$ cat config.mk
export PLATFORM = sky130hd
export DESIGN_NAME = esm
export DESIGN_NICKNAME = d
export VERILOG_FILES = /design/src/rtl/esm_pkg.sv /design/src/rtl/esm_ring_mem.sv /design/src/rtl/esm.sv
export SDC_FILE = /design/constraint.sdc
export NUM_CORES = 1
export LEC_CHECK = 0
export ABC_AREA = 1
export BUFFER_PORTS_ARGS = -buffer_cell sky130_fd_sc_hd__buf_4
export CORE_ASPECT_RATIO = 0.7
export CORE_MARGIN = 2
export CORE_UTILIZATION = 57
export DETAILED_ROUTE_END_ITERATION = 8
export MAX_ROUTING_LAYER = met4
export PLACE_DENSITY = 0.77
export SETUP_SLACK_MARGIN = 0.1
export SYNTH_ARGS = -nofsm -noshare
export SYNTH_HDL_FRONTEND = slang
export SYNTH_SLANG_ARGS = --single-unit
$ cat constraint.sdc
create_clock -name clk -period 2.64 [get_ports clk]
set_input_delay 0.132 -clock clk [delete_from_list [all_inputs] [get_ports clk]]
set_output_delay 0.132 -clock clk [all_outputs]
set_load 0.03 [all_outputs]
$ cat src/rtl/esm_pkg.sv
// Shared definitions for the esm instruction delay stage: NOP word and pointer sizing.
package esm_pkg;

    localparam int ESM_MAX_WORD_W = 256;

    // NOP is all zeros; users slice the low Instruction_word_size bits.
    localparam logic [ESM_MAX_WORD_W-1:0] ESM_NOP = '0;

    function automatic int esm_ptr_width(input int depth);
        return (depth <= 2) ? 1 : $clog2(depth);
    endfunction

endpackage

$ cat src/rtl/esm_ring_mem.sv
// Circular history memory with wrapping write pointer; read data is the entry about to be overwritten.
// Optional even-parity protection per entry when ESM_PARITY_EN is defined.
module esm_ring_mem
    import esm_pkg::*;
#(
    parameter int WORD_W = 16,
    parameter int DEPTH  = 16
) (
    input  logic              clk,
    input  logic              rst,
    input  logic [WORD_W-1:0] wr_data,
    output logic [WORD_W-1:0] rd_data
`ifdef ESM_PARITY_EN
    ,
    output logic              parity_err
`endif
);

    localparam int               PTR_W = esm_ptr_width(DEPTH);
    localparam logic [PTR_W-1:0] LAST  = PTR_W'(DEPTH - 1);

    logic [WORD_W-1:0] mem [DEPTH];
    logic [PTR_W-1:0]  wp;

    assign rd_data = mem[wp];

    always_ff @(posedge clk) begin
        // NOTE: non-blocking updates give read-before-write: rd_data is sampled from the pre-edge entry.
        if (rst) begin
            // NOTE: the memory is reset on purpose so the buffer reads NOP after reset; this rules out RAM macros.
            for (int i = 0; i < DEPTH; i++) mem[i] <= '0;
            wp <= '0;
        end else begin
            mem[wp] <= wr_data;
            wp      <= (wp == LAST) ? '0 : wp + 1'b1;
        end
    end

`ifdef ESM_PARITY_EN
    logic par_mem [DEPTH];

    always_ff @(posedge clk) begin
        if (rst) begin
            for (int i = 0; i < DEPTH; i++) par_mem[i] <= 1'b0;
        end else begin
            par_mem[wp] <= ^wr_data;
        end
    end

    assign parity_err = (^rd_data) != par_mem[wp];
`endif

endmodule

$ cat src/rtl/esm.sv
// Fixed-distance instruction delay: Instr_out re-issues Instr_in exactly Mem_depth cycles later.
// Build option ESM_PARITY_EN adds per-entry parity; corrupted words are replaced by NOP.
module esm
    import esm_pkg::*;
#(
    parameter int Instruction_word_size = 16,
    parameter int Mem_depth             = 16
) (
    input  logic [Instruction_word_size-1:0] Instr_in,
    input  logic                             clk,
    input  logic                             rst,
    output logic [Instruction_word_size-1:0] Instr_out
);

    localparam logic [Instruction_word_size-1:0] NOP = ESM_NOP[Instruction_word_size-1:0];

    logic [Instruction_word_size-1:0] rd_data;
    logic [Instruction_word_size-1:0] next_out;

`ifdef ESM_PARITY_EN
    logic parity_err;

    esm_ring_mem #(
        .WORD_W (Instruction_word_size),
        .DEPTH  (Mem_depth)
    ) u_mem (
        .clk        (clk),
        .rst        (rst),
        .wr_data    (Instr_in),
        .rd_data    (rd_data),
        .parity_err (parity_err)
    );

    always_comb begin
        // NOTE: default assignment first so every path drives next_out and no latch is inferred.
        next_out = rd_data;
        if (parity_err) next_out = NOP;
    end
`else
    esm_ring_mem #(
        .WORD_W (Instruction_word_size),
        .DEPTH  (Mem_depth)
    ) u_mem (
        .clk     (clk),
        .rst     (rst),
        .wr_data (Instr_in),
        .rd_data (rd_data)
    );

    always_comb begin
        next_out = rd_data;
    end
`endif

    always_ff @(posedge clk) begin
        if (rst) Instr_out <= NOP;
        else     Instr_out <= next_out;
    end

endmodule

# Word-level counts from Yosys, hierarchy flattened
# Memories as Yosys holds them, arrays and structs flattened. A register that Yosys moved wholly into a read port is not among the register bits.
# Index checks and enable logic that the tools add are counted.
# word_totals
memories,1
register_bits,4
mem_bits_rw,256
inputBits,18
# op_classes
mux,6
eq_ne,1
n_reduce_logical,2
add_sub_neg,1
# mem_list
memory,depth,word_bits,rd,rd_ports_with_merged_regs,wr,line_no,source
u_mem.mem,16,16,1,1,16,esm_ring_mem.sv:22,logic [WORD_W-1:0] mem [DEPTH];
# op_table
operator,count
2-to-1 mux 16 bit,1
OR reduction 16 bit,1
adder 4 x 1 -> 4 bit (second input constant),1
equality test 4 bit (second input constant),1
2-to-1 mux 1 bit,4
2-to-1 mux 4 bit,1
OR reduction 2 bit,1

# Depth between registers and ports, before layout
# Gate-level depths: netlist of the first run.
# logic_depth
word_depth,3
depth_mapped,11
mapped_depth_nobuf,8

# By module
# Synthesis of the first run repeated with hierarchy kept, for this count alone.
# hier_totals
cells_unflattened,1583
area_unflattened_um2,13490.4
# modules_own_cells
module,seq_area_each_um2,area_per_inst_um2,cells_each,n_inst
esm_ring_mem,7767.4,13016.2,1533,1
esm,320.3,474.2,50,1

# Least setup slack after synthesis of the first run
# No wires, ideal clock.
# synth_path
path_kind,register to register
startpoint,register u_mem.wp[1]
endpoint,"memory u_mem.mem[12][0], enable pin"
n_path_buf,2
arrival_time_ns,2.423
path_slack_ns,-0.194
required_ns,2.229
path_stages_with_launch,7
path_cell_list,dfxtp_1 inv_1 buf_2 buf_1 ha_1 inv_1 o21ai_0
# synth_lines
element,line_no,source
"start, declared",esm_ring_mem.sv:23,logic [PTR_W-1:0] wp;
"start signal, assigned",esm_ring_mem.sv:35,wp <= (wp == LAST) ? '0 : wp + 1'b1;
"end, declared",esm_ring_mem.sv:22,

==> metrics.txt, run 1 <==
status=completed; Post-Syn Area per Cell=8.54 um^2; 1st-pass router iterations=7; fin crit period=2.24 ns; required time of the critical path=3.00 ns; CTS Hold Bufs=1; critical path class=reg2reg; layout cell share with drive strength beyond 1=7.47%; diode count=0; Final Hold Viols=0; placed cell count=1830; static leakage=roughly 6.9 nW; postcts setup bufs=0; CP Cell Sequence=buf_4, ha_1, nand3_1, nor2_1; Final Non-Filler Cells=around 1900; largest area contributor in the netlist=edfxtp_1; Slew Limit Fails=0; main area contributors after synthesis=edfxtp_1 59%, nand2_1 12%, nor2_1 8.4%; Min-Delay Path Class=in2reg; Max rail drop VDD=between 0.0006 and 0.0007 V; top cell type's share of synthesized area=about three fifths; Commonest cells post-synth=433 x nand2_1, 294 x nor2_1, 284 x inv_1, 256 x edfxtp_1, 145 x nand3_1; DP Wirelength=21300 um; R2R Setup Slk=0.40 ns; largest net degree at the start of global routing=89; cells after synthesis=1535; Crit. End Element=register; Power Dens Cells=703 nW/um^2; Place WS=0.495 ns; io pins=34; Die X=185 um; syn_nets=around 1600; Clock H-tree levels=1; Worst Setup Start Kind=register; CTS clk-pin slew, worst paths=~0.07 ns; fin crit share=between 80% and 90%; nets=1569; normalized max-slew margin=37.9%; Synth Register Bits=~280; I/O Buffers=33; final WL=34800 um; ANT nets after route=0; post_cts resized=0; starting density of the core=between 50 and 60%; Syn. warnings=0; vias in the first global route=9493; Worst Path Arrival=2.61 ns; CP max stage delay=0.53 ns; post-synthesis sequential area ratio=between 60% and 70%; Fmax=roughly 0.45 GHz; CTS Sinks=276; first-pass GRT wire length=between 50000 and 60000 um; Die Y=approximately 130 um; CTS tree=yes; initial antenna violation count=0; DRC errors left=0; number of synthesized flops with an enable pin=between 200 and 300; Slew @ Worst Pin=between 0.9 and 1 ns; clock tree root buffer cell=clkbuf_16; ys async rst share=0%; Vias=10100; CP max FO=27; max-cap violations=0; Util after Layout=64.4%; gpl congestion=0.987; CTS buffer count=26; Die ar.=24300 um^2; critical path's slowest cell=nand3_1; Main synth FF type=edfxtp_1; final setup fails=0; post-synthesis cell area=between 10000 and 15000 um^2; CORE AREA=22600 um^2; WL/cell=about 19 um; cell with the most instances after synthesis=nand2_1; row count=46; Final Worst Setup Slack=0.397 ns; overall routing resource usage=between 30% and 40%; unrepaired setup endpoints after global routing=no; Layout area overhead=11.0%; skew final=0.0128 ns; vias per cell=5.39; clock buffer depth=3; Clock Latency Late Sink=0.54 ns; DRT iter0 DRCs=approximately 1600; total gr overflow=0; Cell variety after synth=14
## path summary, 6_finish.rpt
kind,cells past startpoint,to,start
setup reg to reg,4,u_mem.mem[11][4],u_mem.wp[0]
setup / recovery,4,u_mem.mem[11][4],u_mem.wp[0]
hold reg to reg,2,u_mem.wp[2],u_mem.wp[2]
hold / removal,3,u_mem.mem[3][5],Instr_in[5]
## registers in the layout, summed over array words and instances, names as in the netlist
signal / flops
u_mem.mem: 256
Instr_out: 16
u_mem.wp: 4
## report_power, final
part           internal (mW)  total [mW]  leakage, nW  switching, mW
combinational          0.328        1.23         3.62          0.900
clock                   2.30        3.91        0.444           1.62
sequential              5.01        5.09         2.83         0.0796
total                   7.64        10.2         6.90           2.60
## per-stage QoR
step | setup TNS [ns] | total power, mW | hold slack [ns] | cell area (um^2)
detailed placement | 0 | 6.38 | 0.488 | 13700
global placement | 0 | 6.35 | 0.484 | 13700
floorplan | -15.19 | 5.93 | 0.376 | 13100
CTS | 0 | 10.2 | 0.255 | 14600
finish | 0 | 10.2 | 0.278 | 14600
global route | 0 | 10.6 | 0.290 | 14600
## layout by cell type, fill, tap and decap left out, types with 3 or more instances in the layout
cell       count
clkbuf_1       5
buf_4         70
nand3_1      145
clkbuf_8       5
nand2_1      433
clkbuf_16     27
nor2_1       294
o21ai_1        9
clkinv_2       7
bufinv_16      3
ha_1           4
edfxtp_1     256
inv_1        282
dfxtp_1       18
## layout make-up
type / count / area, um^2
Timing Repair Buffer: 72 / 556
Inverter: 284 / 1070
Tap cell: 312 / 390
Clock inverter: 10 / 125
Multi-Input combinational cell: 887 / 3560
Sequential cell: 276 / 8090
Clock buffer: 37 / 763
Fill cell: 1894 / 8060
## worst max-delay path: cells and delay by family (launching register included)
kind          cells  cell delay, ns
simple gates      2            0.79
flops             1            0.52
buf+inv           1            0.38
fa+ha+maj         1            0.37
## kinds of logic after synthesis
kind of cell | Yosys count | share of synthesized area (%)
buffers and inverters | 372 | 11.1
AND/OR/NAND/NOR | 872 | 26.3
AO/OA/AOI/OAI | 10 | 0.382
adder cells (fa/ha/maj) | 4 | 0.382
XOR/XNOR | 1 | 0.0668
flip-flops | 276 | 61.7
## metal layers
metal | GRT usage (%) | vias up | part of all wire, %
met5 | - | - | 0
met4 | 7.84 | 0 | 2.7
met3 | 6.51 | 69 | 13
met2 | 45.0 | 642 | 43
met1 | 43.6 | 4710 | 41
li1 | - | 4703 | -
(Power assumes the default switching activity.)
==> run 2, diff against run 1 <==
CORE_UTILIZATION = 63   (was 57)
PLACE_DENSITY = 0.8   (was 0.77)
clock period = 2.1 ns   (was 2.64 ns; I/O delays follow)
==> metrics.txt, run 2 (synthesized netlist as in run 1, its figures left out) <==
postcts setup bufs=0 (unchanged); total gr overflow=0 (unchanged); DRT iter0 DRCs=1423 (-11%); clock tree root buffer cell=clkbuf_16; Clock H-tree levels=1 (unchanged); normalized max-slew margin=37.9% (about the same); CP max stage delay=0.38 ns (-0.15 ns); Worst Setup Start Kind=register; CTS Sinks=276 (unchanged); I/O Buffers=33 (unchanged); CTS clk-pin slew, worst paths=0.06 ns (about the same); static leakage=6.92 nW (+0.37%); largest net degree at the start of global routing=79 (-11%); CP Buf/Inv Count=3 (+2); CP max FO=18 (-33%); Vias=9966 (-1.6%); first-pass GRT wire length=50600 um (-5.7%); row count=44 (-4.3%); WL/cell=17.3 um (-6.7%); delay-heaviest family, CP=buffers and inverters; Slew @ Worst Pin=0.931 ns (+0.00000179 ns); status=completed; Max rail drop VDD=0.000824 V (+36%); most frequent cells in the layout=433 x nand2_1, 294 x nor2_1, 282 x inv_1, 256 x edfxtp_1, 145 x nand3_1; fin crit period=1.82 ns (-0.423 ns); initial antenna violation count=0 (unchanged); Die ar.=22000 um^2 (-9.3%); top flop regs=u_mem.mem (256), Instr_out (16), u_mem.wp (4); WHS Path Cells=3 (unchanged); CP Cell Sequence=inv_4, ha_1, inv_1, o21ai_4, buf_4; critical path's slowest cell=dfxtp_4; overall routing resource usage=30.8% (+0.15 points); Crit. End Element=register; max FFs per register=256 (unchanged); Power Dens Cells=858 nW/um^2 (+22%); layout cell share with drive strength beyond 1=7.76% (+0.29 points); vias per cell=5.39 (about the same); Slew Limit Fails=0 (unchanged); Biggest register=u_mem.mem; Final Hold Viols=0 (unchanged); filler instances=1516 (-20%); Power Total=12.5 mW (+22%); starting density of the core=63.7% (+5.7 points); ANT nets after route=0 (unchanged); diode count=0 (unchanged); Final Worst Setup Slack=0.280 ns (-0.117 ns); vias in the first global route=9543 (+0.53%); Min-Delay Path Class=in2reg; max-cap violations=0 (unchanged); fin crit share=86.7% (+1.7 points); final setup fails=0 (unchanged); CORE AREA=20600 um^2 (-9.0%); Die Y=125 um (-4.7%); CTS tree=yes; 1st-pass router iterations=7 (unchanged); required time of the critical path=2.31 ns (-0.69 ns); clock buffer depth=3 (unchanged); Clock Latency Late Sink=0.53 ns (about the same); nets=1576 (+0.45%); Die X=176 um (-4.8%); final WL=31900 um (-8.2%); Place WS=0.00470 ns (-0.490 ns); gpl congestion=0.866 (-12%); DRC errors left=0 (unchanged); Fmax=0.549 GHz (+23%); DP Wirelength=19200 um (-9.9%); most common cell after layout, fill and taps aside=nand2_1; Worst path depth=5 (+1); skew final=0.00751 ns (-0.00534 ns); unrepaired setup endpoints after global routing=no; critical path class=reg2reg; FF-to-FF path depth=5 (+1); io pins=34 (unchanged); CTS buffer count=26 (unchanged); Worst Path Arrival=2.03 ns (-0.58 ns); Layout area overhead=11.3%
run 2: area by class of cell:
type | instances | area, um^2 | share of cell area [%]
flip-flops and latches | 276 | 8090 | 55.4
multi-input cells | 887 | 3580 | 24.5
inverters | 284 | 1070 | 7.32
clock buffers | 41 | 788 | 5.40
repair buffers | 79 | 671 | 4.59
well taps | 276 | 345 | 2.37
clock inverters | 5 | 48.8 | 0.334
run 2: repair_timing:
item | CTS | global route
endpoints found under the hold margin | 17 | 0
gates resized for setup | 0 | 0
hold buffers | 1 | 0
run 2: final timing paths:
path	start	to	slack, ns
worst min-delay path	Instr_in[15]	u_mem.mem[5][15]	0.20
worst max register to register	u_mem.wp[0]	u_mem.mem[2][11]	0.28
worst min register to register	u_mem.wp[2]	u_mem.wp[2]	0.56
worst max-delay path	u_mem.wp[0]	u_mem.mem[2][11]	0.28
run 2: report_power, final:
group          internal [mW]  switching (mW)  leakage, nW
Combinational          0.429            1.06         3.68
Clock                   2.68            1.96        0.413
Sequential              6.30          0.0933         2.83
Total                   9.41            3.11         6.92
run 2: worst register-to-register path, stage by stage (launching register included):
cell	delay, ns
dfxtp_4	0.38
inv_4	0.20
ha_1	0.33
inv_1	0.14
o21ai_4	0.15
buf_4	0.30
run 2: layer usage:
metal | wire length, um | global-route usage, %
met1 | 12700 | 42.4
met2 | 14700 | 47.2
met3 | 3540 | 5.07
met4 | 1010 | 9.77
met5 | 0 | -
run 2: stage by stage:
stage | utilization [%] | area (um^2) | hold slack (ns) | TNS, ns | std cells
finish | 70.9 | 14600 | 0.198 | 0 | 1848
global route | 70.9 | 14600 | 0.205 | 0 | 1848
CTS | 70.9 | 14600 | 0.188 | 0 | 1848
detailed placement | 66.8 | 13700 | 0.451 | 0 | 1801
global placement | 66.8 | 13700 | 0.437 | 0 | 1801
floorplan | - | 13100 | 0.349 | -20.08 | 1535
